==> src/rtl/hilo_pkg.sv <==
// Shared definitions for the HI/LO multiply/divide unit: opcodes, FSM states
// and the counter-width helper.
package hilo_pkg;

    typedef enum logic [2:0] {
        OP_MTLO  = 3'd0,
        OP_MTHI  = 3'd1,
        OP_MTHL  = 3'd2,
        OP_MULT  = 3'd3,
        OP_MULTU = 3'd4,
        OP_DIV   = 3'd5,
        OP_DIVU  = 3'd6,
        OP_RSVD  = 3'd7
    } op_e;

    typedef enum logic [1:0] {
        ST_IDLE,
        ST_MUL,
        ST_DIV,
        ST_FIX
    } state_e;

    function automatic int clog2(input int value);
        int result;
        int rest;
        result = 0;
        rest   = value - 1;
        while (rest > 0) begin
            result++;
            rest = rest >> 1;
        end
        return result;
    endfunction

endpackage

==> src/rtl/hilo_if.sv <==
// Issue/handshake bundle between the execute stage and the HI/LO unit.
interface hilo_if #(parameter int DATA_W = 32);
    logic              op_valid;
    logic [2:0]        op_code;
    logic [DATA_W-1:0] src_a;
    logic [DATA_W-1:0] src_b;
    logic              cancel;
    logic              op_ready;
    logic              busy;
    logic              done;
    logic [DATA_W-1:0] hi;
    logic [DATA_W-1:0] lo;

    modport master (
        output op_valid, op_code, src_a, src_b, cancel,
        input  op_ready, busy, done, hi, lo
    );

    modport slave (
        input  op_valid, op_code, src_a, src_b, cancel,
        output op_ready, busy, done, hi, lo
    );
endinterface

==> src/rtl/hilo_div.sv <==
// Iterative restoring radix-2 divider on operand magnitudes; the sign fix-up
// is applied combinationally on the outputs.
module hilo_div
    import hilo_pkg::*;
#(
    parameter int DATA_W = 32
) (
    input  logic              clk,
    input  logic              resetn,
    input  logic              i_start,
    input  logic              i_signed,
    input  logic [DATA_W-1:0] i_dividend,
    input  logic [DATA_W-1:0] i_divisor,
    input  logic              i_cancel,
    output logic [DATA_W-1:0] o_quotient,
    output logic [DATA_W-1:0] o_remainder,
    output logic              o_valid
);
    localparam int CNT_W = clog2(DATA_W);

    logic [DATA_W-1:0] r_rem;
    logic [DATA_W-1:0] r_quo;
    logic [DATA_W-1:0] r_dvs;
    logic [CNT_W-1:0]  r_cnt;
    logic              r_run;
    logic              r_valid;
    logic              r_neg_q;
    logic              r_neg_r;

    logic              w_a_neg;
    logic              w_b_neg;
    logic [DATA_W-1:0] w_a_mag;
    logic [DATA_W-1:0] w_b_mag;
    logic [DATA_W:0]   w_shift;
    logic [DATA_W:0]   w_diff;

    assign w_a_neg = i_signed & i_dividend[DATA_W-1];
    assign w_b_neg = i_signed & i_divisor[DATA_W-1];
    assign w_a_mag = w_a_neg ? -i_dividend : i_dividend;
    assign w_b_mag = w_b_neg ? -i_divisor : i_divisor;

    // Partial remainder stays below the divisor, so bit DATA_W of the difference is its sign.
    assign w_shift = {r_rem, r_quo[DATA_W-1]};
    assign w_diff  = w_shift - {1'b0, r_dvs};

    always_ff @(posedge clk or negedge resetn) begin
        if (!resetn) begin
            r_rem   <= '0;
            r_quo   <= '0;
            r_dvs   <= '0;
            r_cnt   <= '0;
            r_run   <= 1'b0;
            r_valid <= 1'b0;
            r_neg_q <= 1'b0;
            r_neg_r <= 1'b0;
        end else if (i_cancel) begin
            r_run   <= 1'b0;
            r_valid <= 1'b0;
        end else if (i_start) begin
            r_rem   <= '0;
            r_quo   <= w_a_mag;
            r_dvs   <= w_b_mag;
            r_cnt   <= CNT_W'(DATA_W - 1);
            r_run   <= 1'b1;
            r_valid <= 1'b0;
            r_neg_q <= w_a_neg ^ w_b_neg;
            r_neg_r <= w_a_neg;
        end else if (r_run) begin
            if (!w_diff[DATA_W]) begin
                r_rem <= w_diff[DATA_W-1:0];
                r_quo <= {r_quo[DATA_W-2:0], 1'b1};
            end else begin
                r_rem <= w_shift[DATA_W-1:0];
                r_quo <= {r_quo[DATA_W-2:0], 1'b0};
            end
            r_cnt   <= r_cnt - 1'b1;
            r_run   <= (r_cnt != '0);
            r_valid <= (r_cnt == '0);
        end else begin
            r_valid <= 1'b0;
        end
    end

    assign o_quotient  = r_neg_q ? -r_quo : r_quo;
    assign o_remainder = r_neg_r ? -r_rem : r_rem;
    assign o_valid     = r_valid;

endmodule

==> src/rtl/hilo_muldiv.sv <==
// HI/LO register pair with single-cycle MT* writes, a pipelined multiplier
// and the iterative divider, sequenced by a four-state FSM.
module hilo_muldiv
    import hilo_pkg::*;
#(
    parameter int DATA_W     = 32,
    parameter int MUL_STAGES = 2
) (
    input logic  clk,
    input logic  resetn,
    hilo_if.slave bus
);
    localparam int CNT_W  = clog2(DATA_W);
    localparam int PROD_W = 2 * DATA_W;

    state_e            r_state;
    state_e            w_state_n;
    logic [CNT_W-1:0]  r_cnt;
    logic [CNT_W-1:0]  w_cnt_n;
    logic [DATA_W-1:0] r_hi;
    logic [DATA_W-1:0] r_lo;
    logic [DATA_W-1:0] w_hi_n;
    logic [DATA_W-1:0] w_lo_n;
    logic              w_done;

    op_e               w_op;
    logic              w_accept;
    logic              w_mul_load;
    logic              w_div_start;
    logic              w_div_zero;
    logic              w_mul_signed;
    logic [PROD_W-1:0] w_a_ext;
    logic [PROD_W-1:0] w_b_ext;
    logic [PROD_W-1:0] w_prod;
    logic [PROD_W-1:0] r_pipe [MUL_STAGES];

    logic [DATA_W-1:0] w_quo;
    logic [DATA_W-1:0] w_rem;
    logic              w_div_valid;

    assign w_op         = op_e'(bus.op_code);
    assign w_accept     = bus.op_valid & (r_state == ST_IDLE) & ~bus.cancel;
    assign w_div_zero   = (bus.src_b == '0);
    assign w_mul_load   = w_accept & ((w_op == OP_MULT) | (w_op == OP_MULTU));
    assign w_div_start  = w_accept & ((w_op == OP_DIV) | (w_op == OP_DIVU)) & ~w_div_zero;
    assign w_mul_signed = (w_op == OP_MULT);

    // Extending to the full product width lets one unsigned multiply serve both signednesses.
    assign w_a_ext = w_mul_signed ? {{DATA_W{bus.src_a[DATA_W-1]}}, bus.src_a} : {{DATA_W{1'b0}}, bus.src_a};
    assign w_b_ext = w_mul_signed ? {{DATA_W{bus.src_b[DATA_W-1]}}, bus.src_b} : {{DATA_W{1'b0}}, bus.src_b};
    assign w_prod  = w_a_ext * w_b_ext;

    always_ff @(posedge clk or negedge resetn) begin
        if (!resetn) begin
            for (int i = 0; i < MUL_STAGES; i++) r_pipe[i] <= '0;
        end else begin
            if (w_mul_load) r_pipe[0] <= w_prod;
            for (int i = 1; i < MUL_STAGES; i++) r_pipe[i] <= r_pipe[i-1];
        end
    end

    hilo_div #(.DATA_W(DATA_W)) u_div (
        .clk         (clk),
        .resetn      (resetn),
        .i_start     (w_div_start),
        .i_signed    (w_op == OP_DIV),
        .i_dividend  (bus.src_a),
        .i_divisor   (bus.src_b),
        .i_cancel    (bus.cancel),
        .o_quotient  (w_quo),
        .o_remainder (w_rem),
        .o_valid     (w_div_valid)
    );

    always_ff @(posedge clk or negedge resetn) begin
        if (!resetn) begin
            r_state <= ST_IDLE;
            r_cnt   <= '0;
            r_hi    <= '0;
            r_lo    <= '0;
        end else begin
            r_state <= w_state_n;
            r_cnt   <= w_cnt_n;
            r_hi    <= w_hi_n;
            r_lo    <= w_lo_n;
        end
    end

    always_comb begin
        w_state_n = r_state;
        w_cnt_n   = r_cnt;
        w_hi_n    = r_hi;
        w_lo_n    = r_lo;
        w_done    = 1'b0;
        case (r_state)
            ST_IDLE: begin
                if (w_accept) begin
                    case (w_op)
                        OP_MTLO: w_lo_n = bus.src_a;
                        OP_MTHI: w_hi_n = bus.src_a;
                        OP_MTHL: begin
                            w_hi_n = bus.src_a;
                            w_lo_n = bus.src_b;
                        end
                        OP_MULT, OP_MULTU: begin
                            w_state_n = ST_MUL;
                            w_cnt_n   = CNT_W'(MUL_STAGES - 1);
                        end
                        OP_DIV, OP_DIVU: begin
                            if (w_div_zero) begin
                                w_state_n = ST_FIX;
                            end else begin
                                w_state_n = ST_DIV;
                                w_cnt_n   = CNT_W'(DATA_W - 1);
                            end
                        end
                        default: ;
                    endcase
                end
            end
            ST_MUL: begin
                if (bus.cancel) begin
                    w_state_n = ST_IDLE;
                end else if (r_cnt == '0) begin
                    w_done    = 1'b1;
                    w_state_n = ST_IDLE;
                    {w_hi_n, w_lo_n} = r_pipe[MUL_STAGES-1];
                end else begin
                    w_cnt_n = r_cnt - 1'b1;
                end
            end
            ST_DIV: begin
                if (bus.cancel) begin
                    w_state_n = ST_IDLE;
                end else if (r_cnt == '0) begin
                    w_state_n = ST_FIX;
                end else begin
                    w_cnt_n = r_cnt - 1'b1;
                end
            end
            ST_FIX: begin
                w_state_n = ST_IDLE;
                // A divide by zero reaches here without a divider result, so nothing is written.
                if (!bus.cancel) begin
                    w_done = 1'b1;
                    if (w_div_valid) begin
                        w_lo_n = w_quo;
                        w_hi_n = w_rem;
                    end
                end
            end
            default: w_state_n = ST_IDLE;
        endcase
    end

    assign bus.op_ready = (r_state == ST_IDLE);
    assign bus.busy     = (r_state != ST_IDLE);
    assign bus.done     = w_done;
    assign bus.hi       = r_hi;
    assign bus.lo       = r_lo;

endmodule

==> src/flat_wrapper.sv <==
// flat-port wrapper written by rule: the top's interface ports become plain ports
module hilo_muldiv_flat import hilo_pkg::*;
#(
    parameter int DATA_W     = 32,
    parameter int MUL_STAGES = 2
)
  (clk, resetn, bus_op_valid, bus_op_code, bus_src_a, bus_src_b, bus_cancel, bus_op_ready, bus_busy, bus_done, bus_hi, bus_lo);
  hilo_if #(.DATA_W(DATA_W)) bus_i ();
  input logic clk;
  input logic resetn;
  input wire logic [$bits(bus_i.op_valid)-1:0] bus_op_valid;
  input wire logic [$bits(bus_i.op_code)-1:0] bus_op_code;
  input wire logic [$bits(bus_i.src_a)-1:0] bus_src_a;
  input wire logic [$bits(bus_i.src_b)-1:0] bus_src_b;
  input wire logic [$bits(bus_i.cancel)-1:0] bus_cancel;
  output wire logic [$bits(bus_i.op_ready)-1:0] bus_op_ready;
  output wire logic [$bits(bus_i.busy)-1:0] bus_busy;
  output wire logic [$bits(bus_i.done)-1:0] bus_done;
  output wire logic [$bits(bus_i.hi)-1:0] bus_hi;
  output wire logic [$bits(bus_i.lo)-1:0] bus_lo;
  assign bus_i.op_valid = bus_op_valid;
  assign bus_i.op_code = bus_op_code;
  assign bus_i.src_a = bus_src_a;
  assign bus_i.src_b = bus_src_b;
  assign bus_i.cancel = bus_cancel;
  assign bus_op_ready = bus_i.op_ready;
  assign bus_busy = bus_i.busy;
  assign bus_done = bus_i.done;
  assign bus_hi = bus_i.hi;
  assign bus_lo = bus_i.lo;
  hilo_muldiv #(.DATA_W(DATA_W), .MUL_STAGES(MUL_STAGES)) u_core (.clk(clk), .resetn(resetn), .bus(bus_i));
endmodule
==> config.mk <==
export PLATFORM = sky130hd
export DESIGN_NAME = hilo_muldiv_flat
export DESIGN_NICKNAME = d
export VERILOG_FILES = /design/src/rtl/hilo_pkg.sv /design/src/rtl/hilo_if.sv /design/src/rtl/hilo_div.sv /design/src/rtl/hilo_muldiv.sv /design/src/flat_wrapper.sv
export SDC_FILE = /design/constraint.sdc
export NUM_CORES = 2
export LEC_CHECK = 0
export CORE_ASPECT_RATIO = 0.7
export CORE_MARGIN = 4
export CORE_UTILIZATION = 52
export CTS_BUF_LIST = sky130_fd_sc_hd__clkbuf_4 sky130_fd_sc_hd__clkbuf_8
export CTS_CLUSTER_DIAMETER = 120
export DETAILED_ROUTE_END_ITERATION = 10
export GPL_ROUTABILITY_DRIVEN = 0
export PLACE_DENSITY = 0.75
export REMOVE_ABC_BUFFERS = 1
export SETUP_SLACK_MARGIN = 0.3
export SKIP_CTS_REPAIR_TIMING = 1
export SLEW_MARGIN = 20
export SYNTH_ARGS = -nofsm -noshare
export SYNTH_HDL_FRONTEND = slang
export SYNTH_SLANG_ARGS = --single-unit
==> constraint.sdc <==
create_clock -name clk -period 4.9 [get_ports clk]
set_input_delay 1.47 -clock clk [delete_from_list [all_inputs] [get_ports clk]]
set_output_delay 1.47 -clock clk [all_outputs]
set_load 0.02 [all_outputs]
==> out/metrics.csv <==
stage,metric,value,unit
yosys,sequential area share after synthesis,11.8,%
yosys,Yosys reg bits,304,
cells_and_area,Nets,9571,
yosys,Post-synth ARST share,100,%
clock_network,"Reg clk slew, reported paths",0.06,ns
cells_and_area,area delta synth->final,20.6,%
sta,Setup WS post-layout,-4.74,ns
setup_path,CP max stage delay,0.65,ns
setup_path,Critical-path top delay cell,fa_2,
sta,Setup Skew,0.0623,ns
setup_path,r2r setup slk,0.52,ns
grt,first-pass GRT wire length,314000,um
setup_path,CP Data Arrival Time,10.19,ns
cells_and_area,"most common cell after layout, fill and taps aside",inv_1,
placed_design,DP HPWL,173000,um
clock_network,Clock Latency Late Sink,0.67,ns
cells_and_area,"commonest non-fill, non-tap cells in the layout","inv_1, fa_1, nand2_1, buf_4, and2_1",
setup_path,Worst setup EP type,register,
sta,slew margin rel.,36.3,%
setup_path,kind of critical path,input port to register,
drt,# DRC,0,
clock_network,Num CTS Buffers,50,
clock_network,CTS sink cnt,304,
min_path,hold path depth,0,
yosys,Syn Inst Count,7002,
status,status,finished with violations,
floorplan,I/O pins,138,
setup_path,CP startpoint kind,input port,
sta,period utilisation layout,197,%
status,failing checks,negative setup slack,
yosys,Post-synth top flop,dfrtp_1,
yosys,Yosys cell types,78,
clock_network,CTS tree,done,
yosys,post-synth top area share,44.1,%
sta,RSZ-0062 raised after global routing,yes,
drt,final wirelength,214000,um
yosys,syn_area_per_cell,9.19,um2
placed_design,PortBufs,137,
drt,routed len/inst,22.8,um
sta,max frequency,104,MHz
min_path,hold worst-path end,u_core.r_pipe[38],
drt,Via density,5.60,
cells_and_area,area occupied by multi-input gates,51100,um2
drt,drt first pass iters,8,
sta,Final Hold Viols,0,
setup_path,r2r startpoint,u_core.u_div.r_quo[31],
clock_network,clk buf depth,3,
cells_and_area,fill count,9149,
drt,DRT antenna net count,0,
sta,Final Critical Period,9.64,ns
grt,grt total ovfl,0,
clock_network,H-tree Lvls,2,
yosys,yosys warns,0,
grt,initial antenna violation count,7,
yosys,synth top area cells,"fa_1, dfrtp_1, inv_1",
setup_path,crit-path most repeated cell,fa_1,
setup_path,CP Max Fanout,8,
drt,1st-iter DRT viols,5921,
job,Max-Cap Viols,0,
grt,vias in the first global route,54800,
clock_network,CTS Root Cell,clkbuf_8,
floorplan,Starting Density,52.7,%
yosys,cell taking the most area after synthesis,fa_1,
drt,via count,52700,
yosys,Post-Syn Area,64400,um2
yosys,number of enable flip-flop cells after synthesis,0,
cells_and_area,layout cells sized above 1,18.6,%
grt,largest net degree at the start of global routing,128,
floorplan,Die X,429,um
placed_design,pre-CTS setup slack,-6.10,ns
cells_and_area,register area,7610,um2
sta,final setup fails,58,
min_path,Worst Hold Class,register to register,
floorplan,core area,122000,um2
sta,Tightest Pin Transition,0.956,ns
floorplan,Rows,107,
setup_path,worst path required time,5.45,ns
grt,Total GRT Usage,31.4,%
setup_path,R2R cell count,15,
sta,"Slew Viols, Final",0,
sta,setup TNS,-206.00,ns
floorplan,die area,130000,um2
setup_path,FF-to-FF End,u_core.u_div.r_rem[8],
min_path,Hold Crit Start,u_core.r_pipe[102],
floorplan,height of the die,302,um
[per-stage QoR]
stage | instance area [um2] | hold WS [ns] | instances | util (%)
4_1_cts | 74500 | 0.363 | 9310 | 60.9
6_report | 77600 | 0.357 | 9396 | 63.5
2_1_floorplan | 62800 | 0.349 | 6601 | -
3_5_place_dp | 73400 | 0.359 | 9223 | 60.0
5_1_grt | 77600 | 0.356 | 9394 | 63.5
3_3_place_gp | 73400 | 0.357 | 9223 | 60.0
[cell families after synthesis]
| family | after synthesis | synth area share (%) |
|---|---|---|
| buffers and inverters | 1961 | 11.5 |
| and+or+nand+nor | 1853 | 13.5 |
| adders and majority gates | 1778 | 51.1 |
| AOI/OAI and AO/OA | 785 | 7.61 |
| DFF | 304 | 11.8 |
| xor gates and xnor gates | 265 | 3.61 |
| muxes | 56 | 0.881 |
[how the worst max path moves through the flow]
stage          cells after the start  slack [ns]                 end            from
4_1_cts                           33       -5.43  u_core.r_pipe[126]  bus_op_code[0]
2_1_floorplan                     30       -6.08  u_core.r_pipe[125]  bus_op_code[1]
6_report                          34       -4.74  u_core.r_pipe[123]  bus_op_code[0]
5_1_grt                           35       -4.94  u_core.r_pipe[123]  bus_op_code[0]
3_3_place_gp                      35       -6.00  u_core.r_pipe[121]  bus_op_code[1]
3_5_place_dp                      39       -6.10  u_core.r_pipe[127]  bus_op_code[1]
[registers in the layout, indices dropped and copies added (netlist names), 2 cells and up]
register,flops
u_core.r_pipe,128
u_core.bus.hi,32
u_core.u_div.r_rem,32
u_core.u_div.r_dvs,32
u_core.u_div.r_quo,32
u_core.u_div.r_cnt,5
u_core.bus.lo,32
u_core.r_state,2
u_core.r_cnt,5
[synthesized netlist by cell type, types with 47 or more instances]
library cell,instances
a31oi_1,47
ha_1,359
a21oi_1,186
fa_1,1417
buf_1,69
a21o_1,56
and2_1,449
nor3_1,47
nor2_1,179
inv_1,1559
o21ai_0,272
mux2i_1,51
clkbuf_1,324
xnor2_1,192
dfrtp_1,304
nand2_1,961
xor2_1,73
[area by class of cell]
class	count	area share, %
clock buffer	71	1.15
tap	1635	2.63
multi-input combinational	4737	65.8
inverter	1560	7.55
antenna	2	0.00645
clock inverter	16	0.263
sequential	304	9.80
timing repair buffer	1071	12.8
[metal layers]
metal,track usage [%],wire length [um],vias up
met3,12.0,32600,607
met2,45.6,88700,3243
met5,0.619,302,-
li1,-,-,22400
met4,11.6,10100,8
met1,43.2,82400,26400
[worst max-delay path, delay by kind of cell]
| family | cells | cell delay [ns] |
|---|---|---|
| AOI/OAI and AO/OA | 4 | 0.95 |
| adders and majority gates | 11 | 5.21 |
| buffers and inverters | 11 | 1.38 |
| and+or+nand+nor | 8 | 1.17 |
Power is left out: the tool's default activity adds up to more than one toggle a clock period on the data nets, which glitch-free logic cannot reach.
